**config.mk**
```make
export PLATFORM = sky130hd
export DESIGN_NAME = alu_operand_bypass
export DESIGN_NICKNAME = d
export VERILOG_FILES = /design/src/rtl/alu_operand_bypass.sv
export SDC_FILE = /design/constraint.sdc
export NUM_CORES = 1
export LEC_CHECK = 0
export ABC_AREA = 1
export CAP_MARGIN = 0
export CORE_MARGIN = 1
export CORE_UTILIZATION = 45
export CTS_CLUSTER_SIZE = 16
export DETAILED_ROUTE_END_ITERATION = 10
export GPL_TIMING_DRIVEN = 1
export PLACE_DENSITY = 0.87
export SKIP_LAST_GASP = 1
export SYNTH_ARGS = -nofsm -noshare
export SYNTH_HDL_FRONTEND = slang
export SYNTH_SLANG_ARGS = --single-unit
```
**constraint.sdc**
```tcl
create_clock -name clk -period 4.1 [get_ports clk]
set_clock_uncertainty 0.2 [all_clocks]
set_input_delay 1.23 -clock clk [delete_from_list [all_inputs] [get_ports clk]]
set_output_delay 1.23 -clock clk [all_outputs]
set_load 0.01 [all_outputs]
```
**src/rtl/alu_operand_bypass.sv**
```systemverilog
// Execute-stage operand select with youngest-first forwarding, load-use stall
// detection, a registered valid/ready output slot and a stall-duration monitor.
module alu_operand_bypass #(
  parameter int DATA_W       = 16,
  parameter int REG_AW       = 3,
  parameter int NUM_OPS      = 2,
  parameter int NUM_SRC      = 3,
  parameter int R0_HARDWIRED = 1,
  parameter int STALL_LIMIT  = 15
) (
  input  logic                      clk,
  input  logic                      rst_n,
  input  logic                      flush,
  input  logic                      in_valid,
  output logic                      in_ready,
  input  logic [NUM_OPS*2-1:0]      op_sel,
  input  logic [NUM_OPS*REG_AW-1:0] op_raddr,
  input  logic [NUM_OPS*DATA_W-1:0] op_rdata,
  input  logic [DATA_W-1:0]         imm_data,
  input  logic [DATA_W-1:0]         pc_data,
  input  logic [NUM_SRC-1:0]        fwd_valid,
  input  logic [NUM_SRC-1:0]        fwd_pending,
  input  logic [NUM_SRC*REG_AW-1:0] fwd_waddr,
  input  logic [NUM_SRC*DATA_W-1:0] fwd_data,
  output logic                      out_valid,
  input  logic                      out_ready,
  output logic [NUM_OPS*DATA_W-1:0] out_data,
  output logic [NUM_OPS-1:0]        out_fwd,
  output logic                      stall,
  output logic [7:0]                stall_cnt,
  output logic                      err_timeout
);

  localparam logic [1:0] SEL_REG = 2'd0;
  localparam logic [1:0] SEL_IMM = 2'd1;
  localparam logic [1:0] SEL_PC  = 2'd2;

  typedef enum logic {S_RUN = 1'b0, S_STALL = 1'b1} state_t;

  logic [NUM_OPS*DATA_W-1:0] w_opnd;
  logic [NUM_OPS-1:0]        w_fwd;
  logic                      w_hazard;
  logic                      w_accept;
  state_t                    r_state;
  state_t                    w_state_nxt;
  logic [7:0]                r_cnt;
  logic [7:0]                w_cnt_nxt;
  logic                      r_out_valid;
  logic [NUM_OPS*DATA_W-1:0] r_out_data;
  logic [NUM_OPS-1:0]        r_out_fwd;
  logic                      r_err;

  // Stage p0: per-operand base select, then the first (youngest) matching
  // source decides; a pending match blocks older sources from being used.
  always_comb begin : operand_select
    logic [1:0]        w_sel;
    logic [REG_AW-1:0] w_ra;
    logic              w_found;
    logic              w_haz_any;
    w_opnd    = '0;
    w_fwd     = '0;
    w_haz_any = 1'b0;
    w_sel     = '0;
    w_ra      = '0;
    w_found   = 1'b0;
    for (int k = 0; k < NUM_OPS; k++) begin
      w_sel   = op_sel[k*2 +: 2];
      w_ra    = op_raddr[k*REG_AW +: REG_AW];
      w_found = 1'b0;
      case (w_sel)
        SEL_REG: w_opnd[k*DATA_W +: DATA_W] = op_rdata[k*DATA_W +: DATA_W];
        SEL_IMM: w_opnd[k*DATA_W +: DATA_W] = imm_data;
        SEL_PC:  w_opnd[k*DATA_W +: DATA_W] = pc_data;
        default: w_opnd[k*DATA_W +: DATA_W] = '0;
      endcase
      if (w_sel == SEL_REG && !(R0_HARDWIRED != 0 && w_ra == '0)) begin
        for (int s = 0; s < NUM_SRC; s++) begin
          if (!w_found && fwd_valid[s] && fwd_waddr[s*REG_AW +: REG_AW] == w_ra) begin
            w_found = 1'b1;
            if (fwd_pending[s]) begin
              w_haz_any = 1'b1;
            end else begin
              w_opnd[k*DATA_W +: DATA_W] = fwd_data[s*DATA_W +: DATA_W];
              w_fwd[k] = 1'b1;
            end
          end
        end
      end
    end
    w_hazard = in_valid && w_haz_any;
  end

  assign in_ready = !flush && !w_hazard && (!r_out_valid || out_ready);
  assign w_accept = in_valid && in_ready;

  // Stage p1: output slot; flush kills valid but leaves the data untouched.
  always_ff @(posedge clk or negedge rst_n) begin
    if (!rst_n) begin
      r_out_valid <= 1'b0;
      r_out_data  <= '0;
      r_out_fwd   <= '0;
    end else if (flush) begin
      r_out_valid <= 1'b0;
    end else if (w_accept) begin
      r_out_valid <= 1'b1;
      r_out_data  <= w_opnd;
      r_out_fwd   <= w_fwd;
    end else if (out_ready) begin
      r_out_valid <= 1'b0;
    end
  end

  always_comb begin
    w_state_nxt = r_state;
    w_cnt_nxt   = r_cnt;
    case (r_state)
      S_RUN: begin
        w_cnt_nxt = '0;
        if (w_hazard && !flush) begin
          w_state_nxt = S_STALL;
          w_cnt_nxt   = 8'd1;
        end
      end
      S_STALL: begin
        if (flush || !w_hazard) begin
          w_state_nxt = S_RUN;
          w_cnt_nxt   = '0;
        end else if (r_cnt != 8'hFF) begin
          w_cnt_nxt = r_cnt + 8'd1;
        end
      end
      default: begin
        w_state_nxt = S_RUN;
        w_cnt_nxt   = '0;
      end
    endcase
  end

  // The counter shows the number of the stall cycle in progress, so the
  // timeout flag rises in the same cycle the count reaches the limit.
  always_ff @(posedge clk or negedge rst_n) begin
    if (!rst_n) begin
      r_state <= S_RUN;
      r_cnt   <= '0;
      r_err   <= 1'b0;
    end else begin
      r_state <= w_state_nxt;
      r_cnt   <= w_cnt_nxt;
      if (w_state_nxt == S_STALL && w_cnt_nxt == 8'(STALL_LIMIT))
        r_err <= 1'b1;
    end
  end

  assign out_valid   = r_out_valid;
  assign out_data    = r_out_data;
  assign out_fwd     = r_out_fwd;
  assign stall       = (r_state == S_STALL);
  assign stall_cnt   = r_cnt;
  assign err_timeout = r_err;

endmodule

```
==> results of run 1 <==
[per-layer routing]
layer / vias to the layer above / wire length (µm) / global-route usage
li1: 2581 / - / -
met1: 2476 / 6250 / 0.413
met2: 395 / 7600 / 0.611
met3: 68 / 1500 / 0.0447
met4: 0 / 767 / 0.168
met5: - / 0 / 0
[cell type report]
cell class | count | area [µm²] | share of cell area
flip-flops and latches | 45 | 1130 | 0.178
clock buffers | 5 | 68.8 | 0.0109
clock inverters | 3 | 21.3 | 0.00337
well taps | 105 | 131 | 0.0208
inverters | 75 | 287 | 0.0454
multi-input cells | 499 | 2430 | 0.384
repair buffers | 247 | 2260 | 0.357
[power breakdown]
group | total, mW | leakage, nW | switching (mW) | internal [mW]
Combinational | 0.623 | 2.37 | 0.293 | 0.331
Clock | 0.285 | 0.0445 | 0.164 | 0.121
Sequential | 0.539 | 0.586 | 0.0370 | 0.502
[sequential cells by signal (all words and copies together) (netlist names)]
register     count
out_fwd          2
out_valid        1
stall            1
stall_cnt        8
err_timeout      1
out_data        32
[logic make-up (layout without fill, tap and decap cells)]
group           Yosys count  after routing  share of synthesized area
simple gates            344            344                      0.359
compound gates          150            150                      0.238
buf+inv                  99            330                      0.104
flops                    45             45                      0.287
xor+xnor                  4              4                    0.00892
fa+ha+maj                 1              1                    0.00318
[final timing paths]
kind	startpoint	to	slack, ns	cells past startpoint
worst max register to register	stall_cnt[0]	err_timeout	1.85	13
worst min-delay path	out_data[27]	out_data[27]	0.29	2
max in group asynchronous	rst_n	out_data[30]	2.17	1
min in group asynchronous	rst_n	out_data[8]	0.90	1
worst min register to register	out_data[27]	out_data[27]	0.29	2
worst max-delay path	fwd_waddr[5]	in_ready	0.06	15
[through the flow]
stage | worst slack [ns] | instances | setup TNS (ns) | util
floorplan | 0.433 | 643 | 0 | -
global placement | -0.602 | 953 | -0.602 | 0.734
detailed placement | -0.697 | 953 | -0.697 | 0.734
CTS | 0.000916 | 975 | 0 | 0.756
global route | -0.0623 | 979 | -0.0623 | 0.757
finish | 0.0591 | 979 | 0 | 0.757
[synth_stat cells, drive strengths merged, types with 2 or more instances]
library cell | n | area share
nand2 | 246 | 0.24
inv | 72 | 0.069
o21ai | 61 | 0.079
dfrtp | 45 | 0.29
nand3 | 42 | 0.057
nor2 | 41 | 0.040
o211ai | 32 | 0.061
a21oi | 24 | 0.031
clkbuf | 14 | 0.013
o221ai | 14 | 0.031
o21a | 12 | 0.023
buf | 10 | 0.018
or2 | 8 | 0.013
nand4 | 5 | 0.0080
a31oi | 3 | 0.0064
clkinv | 3 | 0.0032
xnor2 | 2 | 0.0045
xor2 | 2 | 0.0045
[tightest hold or removal path: cells and delay by family, from the launching register on]
family | cells | cell delay (ns)
and+or+nand+nor | 2 | 0.11
DFF | 1 | 0.35
[what timing repair did]
item,4_1_cts,5_1_grt
setup buffers,14,4
setup endpoints to repair,1,13
gates resized for setup,29,22
pin swaps,12,15
gates cloned,0,0
==> run metrics, run 1 <==
dpl cell area 6120 µm²; post-route cell area 6320 µm²; critical path, cell by cell dlygate4sd2_1 > inv_1 > nand2_1 > nand2_1 > nor2_2 > nand3_1 > nand2_1 > nand2_1 > nand2_1 > nand2_1 > nand2_2 > nand2_2 > nand2_1 > nor2_1 > buf_2; Req. time, crit path 2.67 ns; DRC marker count from the first detailed-route iteration 429; area inside the core boundary 8340 µm²; number of global-route vias before repair 5,224; Min Hold Slack 0.287 ns; vias after detailed routing 5,520; unrepaired setup endpoints after global routing true; remaining routing DRC violations 0; crit path DAT 2.61 ns; layout cell share with drive strength beyond 1 0.126; number of detailed-routing iterations run before antenna repair 6; largest stage delay on the critical path 0.24 ns; fraction of the yosys area taken by sequential cells 0.287; Boundary Pins 188; effective utilization at floorplan 0.471; Leak Pwr 3.00 nW; result of the run completed; buffer and inverter count on the worst path 3; Max Root-Sink Buffers 2; transition time at the pin with the least slew margin 1.02 ns; worst ir drop on vdd 0.000168 V; total nets after synthesis 786; clock sinks 45; total of hold buffers inserted after clock tree synthesis 0; WL per Instance 16.5 µm; post-synthesis cell count 643; Final Power 1.45 mW; routability cong. 1.02; max-cap viol count 0; Slew Limit Fails 0; total global-route track usage 0.347; Slowest-stage cell, CP sky130_fd_sc_hd__dlygate4sd2_1; Max Freq 0.247 GHz; Congestion Overflow GR 0; antenna violations before repair 0; half-perimeter wire length of the detailed placement result 13,000 µm; area enclosed by the die boundary 9110 µm²; number of warnings printed during yosys synthesis 0; Final Routed Wirelength 16,100 µm; #FFs+latches synth 45; top flip-flop cell by instance count after synthesis sky130_fd_sc_hd__dfrtp_1; period utilisation layout 0.986; CP top delay family simple AND/OR/NAND/NOR gates; EDFF count, synth 0; antenna fix cells 0; cell type with the highest occurrence count on the critical path sky130_fd_sc_hd__nand2_1; number of setup violations in the final report 0; Crit Path Class input pin to output port; clock root buffer sky130_fd_sc_hd__clkbuf_8; pin count of the biggest net entering global routing 46; number of hold violations in the final report 0; synthesized area 3930 µm²; CTS tree built; vias per cell 5.64; Final #Nets 1,016; die span in y 95.5 µm; category of the worst setup path capture point output port; shortest period the worst path allows 4.04 ns; CP max FO 3; count of input and output buffers 187; Filler Cell Count 651; most common cell after layout, fill and taps aside sky130_fd_sc_hd__nand2_1; Post-synth ARST share 1.00; ANT nets after route 0; Clk pin slew, worst setup/hold paths 0.09 ns; commonest non-fill, non-tap cells in the layout 240 x sky130_fd_sc_hd__nand2_1, 167 x sky130_fd_sc_hd__clkdlybuf4s50_1, 63 x sky130_fd_sc_hd__inv_1, 60 x sky130_fd_sc_hd__buf_4, 48 x sky130_fd_sc_hd__o21ai_0; number of buffers created by CTS 5; Cell variety after synth 37; Max-slew headroom 0.323; site row count 33; global-route wire length before repair 24,300 µm; H-Tree Depth 2; source-to-sink clock delay at the later pin of the worst-skew pair 0.30 ns; Die Span X 95.5 µm; power density over the cells 229 nW/µm²; path class of the lowest-slack min-delay path register to register; type of origin of the critical path input pin; Post-Synthesis Mean Instance Area 6.11 µm²; area added between synthesis and finish 60.7%
Note: power is estimated with default switching activity, not from simulation.
==> inputs of run 2 (changes only) <==
GPL_ROUTABILITY_DRIVEN = 0   (was not set)
==> run metrics, run 2 (synthesis gave the netlist of run 1 again) <==
remaining routing DRC violations 0; Req. time, crit path 2.67 ns; clock sinks 45; flip-flop count of the largest register after layout 32; area enclosed by the die boundary 9110 µm²; ANT nets after route 0; most common cell after layout, fill and taps aside sky130_fd_sc_hd__nand2_1; total of hold buffers inserted after clock tree synthesis 0; site row count 33; path class of the lowest-slack min-delay path register to register; dpl cell area 6100 µm²; CP max FO 2; Die Span X 95.5 µm; Crit Path Class input pin to output port; global-route wire length before repair 24,600 µm; vias per cell 5.62; number of hold violations in the final report 0; Min Hold Slack 0.286 ns; clock root buffer sky130_fd_sc_hd__clkbuf_8; setup slack, reg-to-reg 1.77 ns; number of buffers created by CTS 5; Final #Nets 1,000; worst ir drop on vdd 0.000183 V; Max-slew headroom 0.329; area inside the core boundary 8340 µm²; Filler Cell Count 671; type of origin of the critical path input pin; area added between synthesis and finish 57.8%; global routing met2 resource utilization 0.590; pin count of the biggest net entering global routing 46; crit path DAT 2.58 ns; Max Root-Sink Buffers 2; number of detailed-routing iterations run before antenna repair 6; total global-route track usage 0.352; placed instance count 950; Reg area 1130 µm²; result of the run completed; layout cell share with drive strength beyond 1 0.118; CTS tree built; Slew Limit Fails 0; antenna fix cells 0; antenna violations before repair 0; half-perimeter wire length of the detailed placement result 12,500 µm; H-Tree Depth 2; number of global-route vias before repair 5,184; Final Power 1.45 mW; category of the worst setup path capture point output port; met3 global-route usage 0.0598; number of setup violations in the final report 0; Clk pin slew, worst setup/hold paths 0.10 ns; power density over the cells 234 nW/µm²; DRC marker count from the first detailed-route iteration 579; vias after detailed routing 5,415; die span in y 95.5 µm; shortest period the worst path allows 4.01 ns; transition time at the pin with the least slew margin 1.01 ns; effective utilization at floorplan 0.471; post-route cell area 6200 µm²; period utilisation layout 0.978; max-cap viol count 0; Boundary Pins 188; Leak Pwr 2.95 nW; count of input and output buffers 187; area taken by multi-input logic gates 2440 µm²; GR met1 Demand/Resource 0.433; Final Routed Wirelength 15,700 µm; commonest non-fill, non-tap cells in the layout 239 x sky130_fd_sc_hd__nand2_1, 167 x sky130_fd_sc_hd__clkdlybuf4s50_1, 62 x sky130_fd_sc_hd__inv_1, 48 x sky130_fd_sc_hd__o21ai_0, 45 x sky130_fd_sc_hd__dfrtp_1; Max Freq 0.249 GHz; WL per Instance 16.3 µm; Congestion Overflow GR 0; global routing's busiest layer met2; final instance count without filler cells 963; source-to-sink clock delay at the later pin of the worst-skew pair 0.31 ns
## run 2: cell types whose count changed in the layout (fill, tap and decap cells not counted), sizes merged
cell,before,now
clkinvlp,2,1
inv,72,73
dlymetal6s2s,0,1
buf,62,47
clkbuf,14,16
clkdlybuf4s15,0,1
dlygate4sd2,9,4
## run 2: through the flow
step,TNS [ns],util,worst slack (ns)
after detailed placement,-0.685,0.731,-0.685
after global placement,-0.600,0.731,-0.600
after floorplan,0,-,0.433
after global routing,-0.106,0.744,-0.106
final,0,0.744,0.0916
after CTS,0,0.744,0.00313
## run 2: timing repair
| item | CTS | global route |
|---|---|---|
| buffers inserted | 3 | 2 |
| endpoints found under the setup margin | 1 | 1 |
| gates resized for setup | 29 | 33 |
| pin swaps | 12 | 14 |
## run 2: routing by layer
metal	vias to the layer above	wire length (µm)
met3	72	1570
met2	388	7330
li1	2544	-
met1	2411	6030
met5	-	0
met4	0	788
## run 2: worst paths after layout
| kind | start | endpoint | cells past startpoint |
|---|---|---|---|
| max in group asynchronous | rst_n | out_data[31] | 1 |
| worst min register to register | err_timeout | err_timeout | 2 |
| worst max register to register | stall_cnt[0] | err_timeout | 14 |
| min in group asynchronous | rst_n | out_data[3] | 1 |
| worst min-delay path | err_timeout | err_timeout | 2 |
| worst max-delay path | op_sel[2] | in_ready | 10 |
## run 2: worst max-delay path: stages
cell and delay (ns):
sky130_fd_sc_hd__clkdlybuf4s50_1 0.46, sky130_fd_sc_hd__inv_1 0.10, sky130_fd_sc_hd__nand2_1 0.09, sky130_fd_sc_hd__a31oi_2 0.18, sky130_fd_sc_hd__nand2_1 0.09, sky130_fd_sc_hd__nand2_2 0.12, sky130_fd_sc_hd__nand2_2 0.07, sky130_fd_sc_hd__nand2_1 0.06
sky130_fd_sc_hd__nor2_1 0.04, sky130_fd_sc_hd__buf_2 0.13
## run 2: power by group
| part | switching [mW] | internal (mW) | total (mW) |
|---|---|---|---|
| Combinational | 0.290 | 0.325 | 0.615 |
| Sequential | 0.0371 | 0.502 | 0.539 |
| Clock | 0.172 | 0.123 | 0.296 |
| Total | 0.500 | 0.950 | 1.45 |
## run 2: cell type report
class | instances | area share
Clock buffer | 5 | 0.0111
Clock inverter | 3 | 0.00403
Inverter | 75 | 0.0456
Multi-Input combinational cell | 499 | 0.393
Sequential cell | 45 | 0.182
Tap cell | 105 | 0.0212
Timing Repair Buffer | 231 | 0.343
